==> config.mk <==
export PLATFORM = sky130hd
export DESIGN_NAME = uart_apb_sequencer_flat
export DESIGN_NICKNAME = d
export VERILOG_FILES = /design/src/rtl/uart_apb_sequencer_if.sv /design/src/rtl/uart_apb_sequencer.sv /design/src/flat_wrapper.sv
export SDC_FILE = /design/constraint.sdc
export NUM_CORES = 1
export LEC_CHECK = 0
export BUFFER_PORTS_ARGS = -buffer_cell sky130_fd_sc_hd__buf_4
export CAP_MARGIN = 40
export CORE_UTILIZATION = 41
export CTS_BUF_LIST = sky130_fd_sc_hd__clkbuf_4
export DETAILED_ROUTE_END_ITERATION = 8
export PLACE_DENSITY = 0.79
export SYNTH_ARGS = -nofsm -noshare
export SYNTH_HDL_FRONTEND = slang
export SYNTH_SLANG_ARGS = --single-unit
==> constraint.sdc <==
create_clock -name APB_PCLK -period 5.7 [get_ports APB_PCLK]
set_clock_uncertainty 0.1 [all_clocks]
set_input_delay 0.855 -clock APB_PCLK [delete_from_list [all_inputs] [get_ports APB_PCLK]]
set_output_delay 0.855 -clock APB_PCLK [all_outputs]
set_load 0.02 [all_outputs]
==> src/rtl/uart_apb_sequencer_if.sv <==
// Signal bundle between the UART APB sequencer and its neighbours: the APB
// register port toward uart_wraper plus the core-side TX/RX byte streams.
interface uart_apb_sequencer_if;
  logic [31:0] paddr;
  logic [31:0] pdata;
  logic [31:0] prdata;
  logic        psel;
  logic        penable;
  logic        pwrite;
  logic [3:0]  pstb;
  logic        pready;
  logic        perr;

  // Stream handshake: a byte moves on a cycle where valid and ready are both
  // high. TX: tx_ready is a one-cycle pulse when the THR write for tx_data
  // completes. RX: rx_valid/rx_data hold until the consumer raises rx_ready.
  logic [7:0]  tx_data;
  logic        tx_valid;
  logic        tx_ready;
  logic [7:0]  rx_data;
  logic        rx_valid;
  logic        rx_ready;

  logic        init_done;
  logic        err;

  modport master (
    output paddr, pdata, psel, penable, pwrite, pstb,
    input  prdata, pready, perr,
    input  tx_data, tx_valid,
    output tx_ready,
    output rx_data, rx_valid,
    input  rx_ready,
    output init_done, err
  );

  modport slave (
    input  paddr, pdata, psel, penable, pwrite, pstb,
    output prdata, pready, perr,
    output tx_data, tx_valid,
    input  tx_ready,
    input  rx_data, rx_valid,
    output rx_ready,
    input  init_done, err
  );
endinterface

==> src/rtl/uart_apb_sequencer.sv <==
// APB master for the 16550 wrapper: programs the UART after reset, then polls LSR
// and shares the register port between a TX byte stream and an RX byte stream.
module uart_apb_sequencer #(
  parameter logic [15:0] DIVISOR = 16'd27,
  parameter logic [7:0]  LCR_VAL = 8'h03,
  parameter logic [7:0]  FCR_VAL = 8'h07
) (
  input  logic                    APB_PCLK,
  input  logic                    APB_PRESET,
  uart_apb_sequencer_if.master    bus,
  output logic [2:0]              dbg_state
);

  typedef enum logic [2:0] {
    S_INIT   = 3'd0,
    S_POLL   = 3'd1,
    S_DECIDE = 3'd2,
    S_TX     = 3'd3,
    S_RX     = 3'd4
  } state_t;

  typedef enum logic [1:0] {
    PH_IDLE   = 2'd0,
    PH_SETUP  = 2'd1,
    PH_ACCESS = 2'd2
  } phase_t;

  localparam logic [2:0] REG_RBR_THR = 3'd0;
  localparam logic [2:0] REG_LSR     = 3'd5;

  state_t     state;
  phase_t     phase;
  logic [2:0] step;
  logic       prio_rx;
  logic [7:0] lsr;
  logic [2:0] paddr_q;
  logic [7:0] pdata_q;
  logic       psel_q;
  logic       penable_q;
  logic       pwrite_q;
  logic       init_done_q;
  logic       err_q;
  logic [7:0] rx_data_q;
  logic       rx_valid_q;

  logic       done;
  logic       rx_ok;
  logic       tx_ok;
  logic       serve_rx;
  logic       serve_tx;
  logic       unused_prdata;

  // Init write list as {register offset, data}; DLAB is set for the divisor
  // writes and cleared again before FCR/IER.
  function automatic logic [10:0] init_cmd(input logic [2:0] s);
    logic [10:0] cmd;
    cmd = {3'd3, 8'h80 | LCR_VAL};
    case (s)
      3'd0:    cmd = {3'd3, 8'h80 | LCR_VAL};
      3'd1:    cmd = {3'd0, DIVISOR[7:0]};
      3'd2:    cmd = {3'd1, DIVISOR[15:8]};
      3'd3:    cmd = {3'd3, LCR_VAL & 8'h7F};
      3'd4:    cmd = {3'd2, FCR_VAL};
      default: cmd = {3'd1, 8'h00};
    endcase
    return cmd;
  endfunction

  assign done     = (phase == PH_ACCESS) && bus.pready;
  assign rx_ok    = lsr[0] && !rx_valid_q;
  assign tx_ok    = lsr[5] && bus.tx_valid && init_done_q;
  assign serve_rx = rx_ok && (!tx_ok || prio_rx);
  assign serve_tx = tx_ok && !serve_rx;

  always_ff @(posedge APB_PCLK or posedge APB_PRESET) begin
    if (APB_PRESET) begin
      state       <= S_INIT;
      phase       <= PH_IDLE;
      step        <= 3'd0;
      prio_rx     <= 1'b1;
      lsr         <= 8'h00;
      paddr_q     <= 3'd0;
      pdata_q     <= 8'h00;
      psel_q      <= 1'b0;
      penable_q   <= 1'b0;
      pwrite_q    <= 1'b0;
      init_done_q <= 1'b0;
      err_q       <= 1'b0;
      rx_data_q   <= 8'h00;
      rx_valid_q  <= 1'b0;
    end else begin
      if (rx_valid_q && bus.rx_ready) rx_valid_q <= 1'b0;

      case (phase)
        PH_SETUP: begin
          penable_q <= 1'b1;
          phase     <= PH_ACCESS;
        end

        PH_ACCESS: begin
          if (bus.pready) begin
            psel_q    <= 1'b0;
            penable_q <= 1'b0;
            pwrite_q  <= 1'b0;
            phase     <= PH_IDLE;
            if (bus.perr) err_q <= 1'b1;
            case (state)
              S_INIT: begin
                if (step == 3'd5) begin
                  init_done_q <= 1'b1;
                  state       <= S_POLL;
                end else begin
                  step <= step + 3'd1;
                end
              end
              // An errored LSR read carries no status, so nothing gets serviced.
              S_POLL: begin
                lsr   <= bus.perr ? 8'h00 : bus.prdata[7:0];
                state <= S_DECIDE;
              end
              S_RX: begin
                if (!bus.perr) begin
                  rx_data_q  <= bus.prdata[7:0];
                  rx_valid_q <= 1'b1;
                end
                state <= S_POLL;
              end
              default: state <= S_POLL;
            endcase
          end
        end

        default: begin
          case (state)
            S_INIT: begin
              {paddr_q, pdata_q} <= init_cmd(step);
              pwrite_q <= 1'b1;
              psel_q   <= 1'b1;
              phase    <= PH_SETUP;
            end
            S_POLL: begin
              paddr_q  <= REG_LSR;
              pdata_q  <= 8'h00;
              pwrite_q <= 1'b0;
              psel_q   <= 1'b1;
              phase    <= PH_SETUP;
            end
            // Priority only rotates when both sides were eligible in this decision.
            S_DECIDE: begin
              if (rx_ok && tx_ok) prio_rx <= !prio_rx;
              if (serve_rx) begin
                paddr_q  <= REG_RBR_THR;
                pdata_q  <= 8'h00;
                pwrite_q <= 1'b0;
                psel_q   <= 1'b1;
                phase    <= PH_SETUP;
                state    <= S_RX;
              end else if (serve_tx) begin
                paddr_q  <= REG_RBR_THR;
                pdata_q  <= bus.tx_data;
                pwrite_q <= 1'b1;
                psel_q   <= 1'b1;
                phase    <= PH_SETUP;
                state    <= S_TX;
              end else begin
                state <= S_POLL;
              end
            end
            default: ;
          endcase
        end
      endcase
    end
  end

  assign bus.paddr     = {29'd0, paddr_q};
  assign bus.pdata     = {24'd0, pdata_q};
  assign bus.psel      = psel_q;
  assign bus.penable   = penable_q;
  assign bus.pwrite    = pwrite_q;
  assign bus.pstb      = (psel_q && pwrite_q) ? 4'b0001 : 4'b0000;
  assign bus.tx_ready  = (state == S_TX) && done;
  assign bus.rx_data   = rx_data_q;
  assign bus.rx_valid  = rx_valid_q;
  assign bus.init_done = init_done_q;
  assign bus.err       = err_q;
  assign dbg_state     = state;
  assign unused_prdata = ^bus.prdata[31:8];

endmodule

==> src/flat_wrapper.sv <==
// flat-port wrapper written by rule: the top's interface ports become plain ports
module uart_apb_sequencer_flat 
#(
  parameter logic [15:0] DIVISOR = 16'd27,
  parameter logic [7:0]  LCR_VAL = 8'h03,
  parameter logic [7:0]  FCR_VAL = 8'h07
)
  (APB_PCLK, APB_PRESET, dbg_state, bus_paddr, bus_pdata, bus_psel, bus_penable, bus_pwrite, bus_pstb, bus_prdata, bus_pready, bus_perr, bus_tx_data, bus_tx_valid, bus_tx_ready, bus_rx_data, bus_rx_valid, bus_rx_ready, bus_init_done, bus_err);
  uart_apb_sequencer_if bus_i ();
  input  logic APB_PCLK;
  input  logic APB_PRESET;
  output logic [2:0] dbg_state;
  output wire logic [$bits(bus_i.paddr)-1:0] bus_paddr;
  output wire logic [$bits(bus_i.pdata)-1:0] bus_pdata;
  output wire logic [$bits(bus_i.psel)-1:0] bus_psel;
  output wire logic [$bits(bus_i.penable)-1:0] bus_penable;
  output wire logic [$bits(bus_i.pwrite)-1:0] bus_pwrite;
  output wire logic [$bits(bus_i.pstb)-1:0] bus_pstb;
  input wire logic [$bits(bus_i.prdata)-1:0] bus_prdata;
  input wire logic [$bits(bus_i.pready)-1:0] bus_pready;
  input wire logic [$bits(bus_i.perr)-1:0] bus_perr;
  input wire logic [$bits(bus_i.tx_data)-1:0] bus_tx_data;
  input wire logic [$bits(bus_i.tx_valid)-1:0] bus_tx_valid;
  output wire logic [$bits(bus_i.tx_ready)-1:0] bus_tx_ready;
  output wire logic [$bits(bus_i.rx_data)-1:0] bus_rx_data;
  output wire logic [$bits(bus_i.rx_valid)-1:0] bus_rx_valid;
  input wire logic [$bits(bus_i.rx_ready)-1:0] bus_rx_ready;
  output wire logic [$bits(bus_i.init_done)-1:0] bus_init_done;
  output wire logic [$bits(bus_i.err)-1:0] bus_err;
  assign bus_paddr = bus_i.paddr;
  assign bus_pdata = bus_i.pdata;
  assign bus_psel = bus_i.psel;
  assign bus_penable = bus_i.penable;
  assign bus_pwrite = bus_i.pwrite;
  assign bus_pstb = bus_i.pstb;
  assign bus_i.prdata = bus_prdata;
  assign bus_i.pready = bus_pready;
  assign bus_i.perr = bus_perr;
  assign bus_i.tx_data = bus_tx_data;
  assign bus_i.tx_valid = bus_tx_valid;
  assign bus_tx_ready = bus_i.tx_ready;
  assign bus_rx_data = bus_i.rx_data;
  assign bus_rx_valid = bus_i.rx_valid;
  assign bus_i.rx_ready = bus_rx_ready;
  assign bus_init_done = bus_i.init_done;
  assign bus_err = bus_i.err;
  uart_apb_sequencer #(.DIVISOR(DIVISOR), .LCR_VAL(LCR_VAL), .FCR_VAL(FCR_VAL)) u_core (.APB_PCLK(APB_PCLK), .APB_PRESET(APB_PRESET), .bus(bus_i), .dbg_state(dbg_state));
endmodule
==> results_dict.tcl <==
set metrics [dict create \
    asyncSetResetFlopFracSynth_pct 100 \
    synth_seq_cells 36 \
    route.final.wire_length_mm 3.89 \
    placed_cell_area_um2 2440 \
    first_iter_violations 68 \
    fin_ws_ps 2800 \
    leakagePower_uw 0.00131 \
    setup_total_negative_slack_ps 0 \
    peak_supply_drop_mv 0.228 \
    syn_to_final_growth_pct 14.3 \
    post-cts-setup-buffer-count 0 \
    drt_drc_violations_left 0 \
    yosys.area.top_type "dfrtp_1" \
    finish.instance_area_um2 2500 \
    place_ws_ps 3170 \
    design.die.area_um2 5620 \
    worstPathCellList "inv_1 -> ha_1 -> nand2_1 -> nor4_1 -> buf_4" \
    cap_violations 0 \
    ff_to_ff_setup_slack_ps 3440 \
    worst_path_arrival_time_ps 1950 \
    number_of_global_route_vias_before_repair 1453 \
    drive_above_1_share_pct 28.1 \
    outcome "complete, no violations" \
    hold_path_startpoint "u_core.lsr[0]" \
    slowest_stage "ha_1" \
    clkTransAtPathRegs_ps 110 \
    r2r_start "u_core.phase[0]" \
    fmax_mhz 344 \
    postLayoutCoreUtil_pct 48.9 \
    synth.lib_cells_used.distinct 46 \
    io_buffer_count 51 \
    final_antenna_net_count 0 \
    post-synth-top-count-cell "buf_4" \
    grt_usage_pct 15.3 \
    source_to_sink_clock_delay_at_the_later_pin_of_the_worst_skew_pair_ps 340 \
    layout_worst_path_cycle_share_pct 50.9 \
    floorplan.core_area_um2 5110 \
    synth.cell_area_um2 2180 \
    final_estimated_routing_congestion_in_global_placement 0.867 \
    max_stage_delay_ps 420 \
    detail_route.vias_per_cell 4.49 \
    post_cts_resized 0 \
    cts.root.buffer_cell "clkbuf_4" \
    worstPathRequired_ps 4740 \
    cts.htree.levels 2 \
    min_delay_worst_endpoint "u_core.lsr[0]" \
    worstSetupEndpointType "output pin" \
    number_of_standard_cells_after_synthesis 225 \
    crit_path_max_fanout 14 \
    report.final.slew_viol_count 0 \
    num_antenna_cells 0 \
    floorplan.initialDensity_pct 42.8 \
    timing.reg2reg.worst_path_depth 6 \
    post_cts_hold_buffer_count 0 \
    finalHoldViolCount 0 \
    rsz0062_at_grt "no" \
    p_per_area_nw_per_um2 451 \
    chipWidth_um 75.0 \
    synthFlopType "dfrtp_1" \
    timing.critical_path.from_type "flip-flop" \
    post-synth-top-area-fraction_pct 40.1 \
    synth.top_cells.by_area "dfrtp_1 40%, buf_4 19%, mux2_2 5.2%" \
    post_drt_wl_per_cell_um 11.1 \
    worstReg2RegEnd "u_core.bus.rx_data[5]" \
    seq_area_frac_synth_pct 41.3 \
    setup_viol_count_final 0 \
    grt_pass1_wl_mm 6.48 \
    antenna_found_initial 0 \
    std_cell_rows 26 \
    cts_tree "yes" \
    design.final.nets 332 \
    number_of_enable_type_register_cells_in_the_synthesized_netlist 0 \
    min_path_type "reg2reg" \
    grt_start_max_net_pins 37 \
    synth_warnings 0 \
    post-dp-hpwl_mm 2.99 \
    fin_crit_ps 2900 \
    whs_path_depth 2 \
    num_vias 1575 \
    boundaryPins 132 \
    nFillCells 514 \
    firstDrtPassIters 4 \
    critPathKind "reg2out" \
    worstMarginPinSlew_ps 542 \
    die_height_um 75.0 \
    post_synth_most_frequent_cells "56 x buf_4, 35 x dfrtp_1, 21 x nand2_1" \
    numCtsBuffers 5 \
    grt_overflow 0 \
    cts.sinks 36 \
    cts.path.max_buffers 2 \
    relSlewSlack_pct 63.8 \
    syn_avg_cell_area_um2 9.71 \
]
-- kinds of logic after synthesis --
kind of cell / synth area share (%)
buffers and inverters: 22.6
and+or+nand+nor: 11.3
AOI/OAI and AO/OA: 12.3
DFF: 41.3
muxes: 7.79
adders and majority gates: 3.44
xor gates and xnor gates: 1.20
other: 0.172
-- stage by stage --
| stage | hold WS (ps) | instances | power, uW |
|---|---|---|---|
| 2_1_floorplan | 342 | 280 | 840 |
| 3_3_place_gp | 353 | 343 | 979 |
| 3_5_place_dp | 363 | 343 | 996 |
| 4_1_cts | 388 | 351 | 1140 |
| 5_1_grt | 419 | 351 | 1230 |
| 6_report | 391 | 351 | 1130 |
-- flip-flops by register name, summed over array words and instances (netlist names), 2 cells and up --
signal              cells
u_core.lsr              2
u_core.dbg_state        3
u_core.phase            2
u_core.step             3
u_core.pdata_q          8
u_core.paddr_q          3
u_core.bus.rx_data      8
-- how the worst max path moves through the flow --
stage / end / from / slack, ps / depth (start not counted)
6_report: bus_tx_ready / u_core.phase[0] / 2800 / 5
5_1_grt: bus_tx_ready / u_core.phase[0] / 2650 / 5
3_5_place_dp: bus_tx_ready / bus_pready / 3170 / 4
4_1_cts: bus_tx_ready / u_core.phase[0] / 2810 / 5
2_1_floorplan: bus_tx_ready / bus_pready / 3170 / 2
3_3_place_gp: bus_tx_ready / bus_pready / 3190 / 4
-- layout make-up --
cell class / count / area (um2) / area share (%)
timing repair buffer: 53 / 398 / 15.9
sequential: 36 / 902 / 36.1
clock inverter: 3 / 18.8 / 0.752
clock buffer: 5 / 37.5 / 1.50
inverter: 13 / 48.8 / 1.95
tap: 70 / 87.6 / 3.51
multi-input combinational: 171 / 1000 / 40.2
-- power breakdown --
group	switching, uW	leakage, uW	internal (uW)	total [uW]
registers	60.8	0.000461	333	394
clock network	90.9	0.0000349	47.4	138
logic	354	0.000811	241	594
-- layout by cell type, fill, tap and decap left out, types with 3 or more instances in the layout --
cell type / instances
conb_1: 56
buf_4: 53
dfrtp_1: 35
nand2_1: 21
inv_1: 13
o21ai_1: 10
mux2_2: 10
o21ai_0: 9
a21oi_1: 7
nor2_1: 6
ha_1: 6
clkbuf_4: 5
nor2b_1: 4
a22oi_1: 3
nand3_1: 3
-- routing by layer --
layer | vias to the layer above | part of all wire [%] | track usage (%)
li1 | 762 | - | -
met1 | 721 | 42 | 18.7
met2 | 83 | 46 | 25.1
met3 | 9 | 10 | 5.89
met4 | 0 | 1.7 | 4.82
met5 | - | 0 | 0
-- worst max-delay path: cells and delay by family, from the launching register on --
family / cells / cell delay (ps)
buf+inv: 2 / 280
flops: 1 / 410
fa+ha+maj: 1 / 420
simple gates: 2 / 510
No activity file was read; power rests on OpenSTA's default activity.
